==> config.mk <==
export PLATFORM = sky130hd
export DESIGN_NAME = fetch_prefetch_buffer
export DESIGN_NICKNAME = d
export VERILOG_FILES = /design/src/rtl/fetch_prefetch_buffer.sv
export SDC_FILE = /design/constraint.sdc
export NUM_CORES = 1
export LEC_CHECK = 0
export CORE_MARGIN = 2
export CORE_UTILIZATION = 25
export CTS_CLUSTER_DIAMETER = 200
export DETAILED_ROUTE_END_ITERATION = 8
export GPL_TIMING_DRIVEN = 0
export PLACE_DENSITY_LB_ADDON = 0.12
export RECOVER_POWER = 25
export SYNTH_ARGS = -nofsm -noshare
export SYNTH_HDL_FRONTEND = slang
export SYNTH_SLANG_ARGS = --single-unit
==> constraint.sdc <==
create_clock -name clk -period 6.7 [get_ports clk]
set_clock_uncertainty 0.2 [all_clocks]
set_input_delay 0.67 -clock clk [delete_from_list [all_inputs] [get_ports clk]]
set_output_delay 0.67 -clock clk [all_outputs]
set_load 0.005 [all_outputs]
==> src/rtl/fetch_prefetch_buffer.sv <==
// Sequential instruction prefetch queue with flush/redirect and pre-split head fields.
// Optional same-cycle bypass of the memory response into an empty queue: PREFETCH_BYPASS_EN.
`timescale 1ns/1ps
module fetch_prefetch_buffer #(
  parameter int unsigned     XLEN     = 32,
  parameter int unsigned     DEPTH    = 4,
  parameter logic [XLEN-1:0] RESET_PC = '0
) (
  input  logic                   clk,
  input  logic                   reset,
  output logic                   mem_req,
  output logic [XLEN-1:0]        mem_addr,
  input  logic                   mem_ready,
  input  logic [31:0]            mem_rdata,
  input  logic                   flush,
  input  logic [XLEN-1:0]        flush_pc,
  input  logic                   deq,
  output logic                   instr_valid,
  output logic [31:0]            instr,
  output logic [XLEN-1:0]        instr_pc,
  output logic [XLEN-1:0]        instr_pc_next,
  output logic [6:0]             opcode,
  output logic [4:0]             rd,
  output logic [2:0]             func3,
  output logic [4:0]             rs1,
  output logic [4:0]             rs2,
  output logic [6:0]             func7,
  output logic [24:0]            imm_bits,
  output logic [$clog2(DEPTH):0] count
);

  localparam int unsigned PW = $clog2(DEPTH);
  localparam int unsigned CW = PW + 1;

  typedef struct packed {
    logic [XLEN-1:0] pc;
    logic [31:0]     word;
  } entry_t;

  entry_t          q_mem [DEPTH];
  logic [PW-1:0]   head_q, head_n, tail_q, tail_n;
  logic [CW-1:0]   count_q, count_n;
  logic [XLEN-1:0] pc_q, pc_n, addr_q, addr_n;
  logic            req_q, req_n, drop_q, drop_n;
  logic            done, push, pop, bypass;
  logic            out_valid;
  entry_t          out_e;
  logic            unused_flush_lsb;

  assign unused_flush_lsb = ^flush_pc[1:0];

  // Next-state: queue occupancy, fetch pointer, drop flag and the single outstanding request
  always_comb begin
    done = req_q & mem_ready;
`ifdef PREFETCH_BYPASS_EN
    bypass = done & ~drop_q & ~flush & (count_q == '0);
`else
    bypass = 1'b0;
`endif
    push    = done & ~drop_q & ~flush & ~(bypass & deq);
    pop     = deq & (count_q != '0) & ~flush;
    count_n = count_q;
    head_n  = head_q;
    tail_n  = tail_q;
    pc_n    = pc_q;
    drop_n  = drop_q;
    req_n   = req_q;
    addr_n  = addr_q;

    if (flush) begin
      count_n = '0;
      head_n  = '0;
      tail_n  = '0;
    end else begin
      if (push) tail_n = tail_q + PW'(1);
      if (pop)  head_n = head_q + PW'(1);
      if (push && !pop)      count_n = count_q + CW'(1);
      else if (pop && !push) count_n = count_q - CW'(1);
    end

    if (flush)               pc_n = {flush_pc[XLEN-1:2], 2'b00};
    else if (done && !drop_q) pc_n = pc_q + XLEN'(4);

    // A request still waiting at a flush edge completes at its old address and is discarded
    if (done)               drop_n = 1'b0;
    else if (flush && req_q) drop_n = 1'b1;

    if (!(req_q && !mem_ready)) begin
      req_n  = (count_n < CW'(DEPTH));
      addr_n = pc_n;
    end
  end

  // Control state
  always_ff @(posedge clk or negedge reset) begin
    if (!reset) begin
      head_q  <= '0;
      tail_q  <= '0;
      count_q <= '0;
      pc_q    <= RESET_PC;
      addr_q  <= RESET_PC;
      req_q   <= 1'b0;
      drop_q  <= 1'b0;
    end else begin
      head_q  <= head_n;
      tail_q  <= tail_n;
      count_q <= count_n;
      pc_q    <= pc_n;
      addr_q  <= addr_n;
      req_q   <= req_n;
      drop_q  <= drop_n;
    end
  end

  // Entry storage; contents are masked by the valid flag so no reset is needed
  always_ff @(posedge clk) begin
    if (push) q_mem[tail_q] <= {addr_q, mem_rdata};
  end

  // Head presentation
  always_comb begin
    out_valid = (count_q != '0);
    out_e     = q_mem[head_q];
`ifdef PREFETCH_BYPASS_EN
    if (bypass) begin
      out_valid = 1'b1;
      out_e     = {addr_q, mem_rdata};
    end
`endif
  end

  assign mem_req       = req_q;
  assign mem_addr      = addr_q;
  assign count         = count_q;
  assign instr_valid   = out_valid;
  assign instr         = out_valid ? out_e.word : '0;
  assign instr_pc      = out_valid ? out_e.pc : '0;
  assign instr_pc_next = instr_pc + XLEN'(4);
  assign opcode        = instr[6:0];
  assign rd            = instr[11:7];
  assign func3         = instr[14:12];
  assign rs1           = instr[19:15];
  assign rs2           = instr[24:20];
  assign func7         = instr[31:25];
  assign imm_bits      = instr[31:7];

endmodule

* Word-level counts from Yosys, hierarchy flattened
Memory sizes are Yosys's and may differ from the RTL's. Cells that the tools add are included.
Storage, ports and cells: flip-flop bits (word level) 73, bits in latches 0, RAM bits 256, ROM bits 0, input port bits 69, output and inout port bits 190, logic and storage cells 50, memories kept 1
Memory list:
- q_mem | depth 4, width 64, rd ports 1, clocked after memory_dff 0, wr ports 1, line 40 | entry_t q_mem [DEPTH];
Cells by class: $add $sub $neg 6, $mul 0, divide/modulo/power cells 0, magnitude comparators 1, eq/ne operators 0, shifts and indexed selects 0, muxes and demuxes 15, bitwise gates (word level) 7, reductions and logical operators 13
Operators with widths (number):
- $mux W32 | 4
- $add A32 B3 Y32 const B | 2
- $mux W3 | 3
- $mux W2 | 4
- $reduce_bool A2 Y1 | 3
- $and A1 B1 Y1 | 5
- $logic_and A1 B1 Y1 | 5
- $add A2 B1 Y2 const B | 2
- $logic_not A1 Y1 | 4
- $mux W1 | 4
- $add A3 B1 Y3 const B | 1
- $lt A3 B3 Y1 const B | 1
- $reduce_bool A3 Y1 | 1
- $sub A3 B1 Y3 const B | 1
- $not A1 Y1 | 2

* Longest topological paths before layout
depth in word-level cells 9, depth in mapped cells 14, gate-level depth less buffers 10

* Worst setup path after synthesis
OpenSTA, ideal clock, no wires.
path kind register to output, start point register count_q[0], in the netlist count[0], end point output port instr_pc_next[24], data arrival time 2.841 ns, data required time 5.830 ns, setup slack 2.989 ns, cell stages (with the launch flop) 15, path through dfrtp_1 inv_1 ha_1 nor2b_1 buf_2 inv_2 buf_4 buf_2 clkbuf_1 and2_1 ha_1 nand2_1 nor4b_4 nand4_1 xnor2_1
Between the ends: cells in the longest elaborated chain, start to end 3
RTL lines:
- start: declaration | line 42 | logic [CW-1:0] count_q, count_n;
- start signal: assignment | line 107 | count_q <= count_n;
- $reduce_bool A3 Y1 | line 122 | out_valid = (count_q != '0);
- named net instr_valid | line 18 | output logic instr_valid,
- $mux W32 | line 137 | assign instr_pc = out_valid ? out_e.pc : '0;
- named net instr_pc[3] | line 20 | output logic [XLEN-1:0] instr_pc,
- $add A32 B3 Y32 | line 138 | assign instr_pc_next = instr_pc + XLEN'(4);
- end: declaration | line 21 | output logic [XLEN-1:0] instr_pc_next,
The timed path passes the listed nets, and every way through them passes these cells.

* Final worst setup path
start point register count_q[0], in the netlist count[0], end point output port instr_pc_next[30]
Between the ends: cells in the longest elaborated chain, start to end 3
RTL lines (line):
- $reduce_bool A3 Y1 | 122
- $mux W32 | 137
- $add A32 B3 Y32 | 138
Every way passes these cells.

==> impl_metrics.csv <==
group,metric,value,unit
synthesis,syn-cell-area,14700,µm²
run,drv_cap,0,
routing,drc,0,
placement,place.gp.congestion,0.750,
power_and_ir_drop,switching_share,30.1,%
synthesis,synthArstFlopShare,22.2,%
final_layout,area_growth,33.4,%
cts,cts_made_buffers,39,
placement,pre_cts_slack,0.924,ns
worst_hold_path,whs_path_depth,1,
worst_setup_path,crit_arrival,5.32,ns
floorplanning,placementRows,88,
floorplanning,start_util,25.4,%
final_layout,mostFrequentLayoutCell,"edfxtp_1",
synthesis,synth_ff_type,"edfxtp_1",
cts,clk_pin_slew,0.05,ns
timing,fmax,161,MHz
timing,rsz0062_at_grt,"no",
worst_setup_path,worstPathRequired,5.83,ns
power_and_ir_drop,power_frac_clock,26.3,%
power_and_ir_drop,sequentialPowerShare,32.5,%
worst_setup_path,path_max_fanout,10,
final_layout,final_area,19600,µm²
worst_hold_path,holdPathEnd,"pc_q[1]$_DFF_PN0_",
global_route,grt_pass1_wl,61800,µm
cts,cts_tree,"yes",
power_and_ir_drop,intPower,5.46,mW
worst_hold_path,hold_path_class,"register to register",
final_layout,fin_nets,1336,
cts,worstSkewPairLatency,0.56,ns
routing,highest_layer,"met4",
routing,drt-vias-per-instance,4.30,
routing,routed_wl,42000,µm
worst_setup_path,reg2reg_to,"head_q[1]$_DFFE_PN0P_",
placement,dp_hpwl,29800,µm
worst_setup_path,crit_path_start_kind,"register",
worst_setup_path,end_kind,"primary output",
final_layout,multi_input_comb_area,4420,µm²
synthesis,syn_inst,956,
floorplanning,die-height,246,µm
floorplanning,dieWidth,246,µm
cts,cts_resized,0,
worst_setup_path,criticalPathCategory,"register to primary output",
timing,period_share,92.4,%
cts,cts_root_buf,"clkbuf_16",
timing,setup_ws,0.506,ns
worst_setup_path,reg2reg_depth,11,
power_and_ir_drop,power,7.81,mW
floorplanning,ios,259,
synthesis,synth_area_per_cell,15.4,µm²
floorplanning,design.die.area,60700,µm²
global_route,grt_pass1_vias,9330,
timing,worst_slew_pin_slew,0.932,ns
final_layout,seqCellArea,9510,µm²
final_layout,drive_gt1_share,19.8,%
global_route,grt_antenna_before_repair,3,
cts,clk_path_buf_depth,3,
final_layout,fillCellCount,5693,
global_route,grt_max_degree,47,
final_layout,fin_util,33.8,%
power_and_ir_drop,ir_worst_vdd,0.172,mV
global_route,grt_usage,13.9,%
routing,ant_nets,0,
placement,io_buffers,255,
synthesis,ys_types,67,
synthesis,ys_ff_latch,329,
routing,dr_wl_met2,20700,µm
worst_setup_path,rr_startpoint,"count[0]$_DFFE_PN0P_",
worst_setup_path,cp-startpoint,"count[0]$_DFFE_PN0P_",
routing,drt-pass1-iter-count,4,
power_and_ir_drop,combPwrFrac,41.2,%
cts,clock-sinks,329,
timing,final-hold-violation-count,0,
power_and_ir_drop,p_sw,2.35,mW
timing,slew_headroom,37.9,%
routing,drtIter0Drc,400,
routing,met3_wirelength,1830,µm
placement,placed_cell_area,18400,µm²
synthesis,ys_seq_area_share,64.8,%
cts,h-tree-depth,2,
synthesis,yosysWarnings,0,
routing,vias,8848,
timing,setup_viol,0,
routing,wl_met1,18600,µm
synthesis,syn_nets,1034,
timing,fin_setup_tns,0,ns
power_and_ir_drop,p_per_area,399,nW/µm²
global_route,grt_overflow,0,
timing,slew_viol_final,0,
timing,period_minus_slack,6.19,ns
worst_setup_path,reg2reg_slack,3.46,ns
power_and_ir_drop,p_leak,6.79,nW
floorplanning,coreArea,57900,µm²
synthesis,synth_edf_count,256,
final_layout,layout_common_cells,"edfxtp_1, clkdlybuf4s50_1, nand2_1, dfrtp_1, buf_4",
status,run_status,"completed",
worst_hold_path,holdCritStartpoint,"pc_q[1]$_DFF_PN0_",
routing,wl_per_cell,20.4,µm
-- how the worst max path moves through the flow --
stage                              to  slack (ns)
2_1_floorplan       instr_pc_next[24]        2.99
3_3_place_gp   q_mem[3][19]$_DFFE_PP_        0.56
3_5_place_dp        instr_pc_next[30]        0.92
4_1_cts             instr_pc_next[30]        0.31
5_1_grt             instr_pc_next[30]        0.12
6_report            instr_pc_next[30]        0.51
-- cells by family (layout without fill, tap and decap cells) --
kind of cell,Yosys count,count (layout),share of synthesized area (%)
multiplexers,96,96,11.9
adder cells (fa/ha/maj),9,9,0.767
flip-flops,329,329,64.8
buffers and inverters,118,451,5.26
AO/OA/AOI/OAI,55,55,2.58
other,0,3,0
AND/OR/NAND/NOR,288,288,11.0
XOR/XNOR,61,61,3.64
-- layer usage --
| layer | global-route usage [%] | vias to the layer above |
|---|---|---|
| met5 | 0 | - |
| met4 | 3.97 | 0 |
| met2 | 23.6 | 233 |
| met1 | 18.2 | 4436 |
| li1 | - | 4122 |
| met3 | 2.35 | 57 |
-- through the flow --
step | hold slack, ns | cells
2_1_floorplan | 0.174 | 956
3_3_place_gp | 0.310 | 1976
3_5_place_dp | 0.304 | 1981
4_1_cts | 0.327 | 2054
5_1_grt | 0.350 | 2056
6_report | 0.321 | 2057
-- cell type report --
class / instances / area share, %
multi-input combinational: 509 / 22.6
tap: 765 / 4.89
antenna: 3 / 0.0383
clock inverter: 15 / 0.824
timing repair buffer: 261 / 13.8
inverter: 17 / 0.338
clock buffer: 57 / 5.43
sequential: 329 / 48.6
buffer: 101 / 3.60
-- synth_stat cells (4+ instances only) --
cell      instances  area (µm²)
nand3_1          23         115
nand3_2           4        40.0
dfrtp_1          73        1830
mux4_1            8         210
nor4_2            4        50.1
buf_4            64         480
edfxtp_1        256        7690
nor2b_1           5        31.3
mux2_2           27         304
or2_2             4        25.0
inv_1            13        48.8
xor2_1           28         245
buf_2            10        50.1
xnor2_1          33         289
a21oi_1          15        75.1
nor3_1           19        95.1
mux2i_1          10         100
nand2_1          76         285
clkbuf_1         18        67.6
o31ai_1           5        37.5
and3_1           14        87.6
o21ai_0          18        90.1
buf_6             4        45.0
nor2_1           40         150
mux4_2           50        1130
or3_1             4        25.0
ha_1              9         113
nand4_1          11        68.8
and2_1           53         332
-- what timing repair did --
item / in CTS / in global routing
hold endpoints to repair: 31 / 0
hold buffers: 1 / 0
buffers inserted: 0 / 0
-- power groups by stage --
stage          logic (mW)  clock network [mW]  registers (mW)
6_report             3.22                2.06            2.54
3_5_place_dp         3.32                   0            2.58
5_1_grt              3.50                2.21            2.56
4_1_cts              3.33                2.13            2.54
2_1_floorplan        1.55                   0            2.52
3_3_place_gp         3.31                   0            2.58
-- flip-flops by register name, indices dropped and copies added (netlist names) --
name / cells
head_q: 2
pc_q: 32
mem_req: 1
mem_addr: 32
q_mem: 256
count: 3
drop_q: 1
tail_q: 2
-- worst max-delay path, cell delays in order (launching register included) --
cell and delay (ns):
dfrtp_1 0.42, inv_1 0.12, ha_1 0.21, nor2b_1 0.13, buf_2 0.22, inv_2 0.19
buf_4 0.23, buf_2 0.36, clkbuf_1 0.36, and2_1 0.22, ha_1 0.21, nand2_1 0.27
nor4b_4 0.60, nand4_1 0.38, xnor2_1 0.25, clkdlybuf4s50_1 0.58
Note: power is estimated with default switching activity, not from simulation.
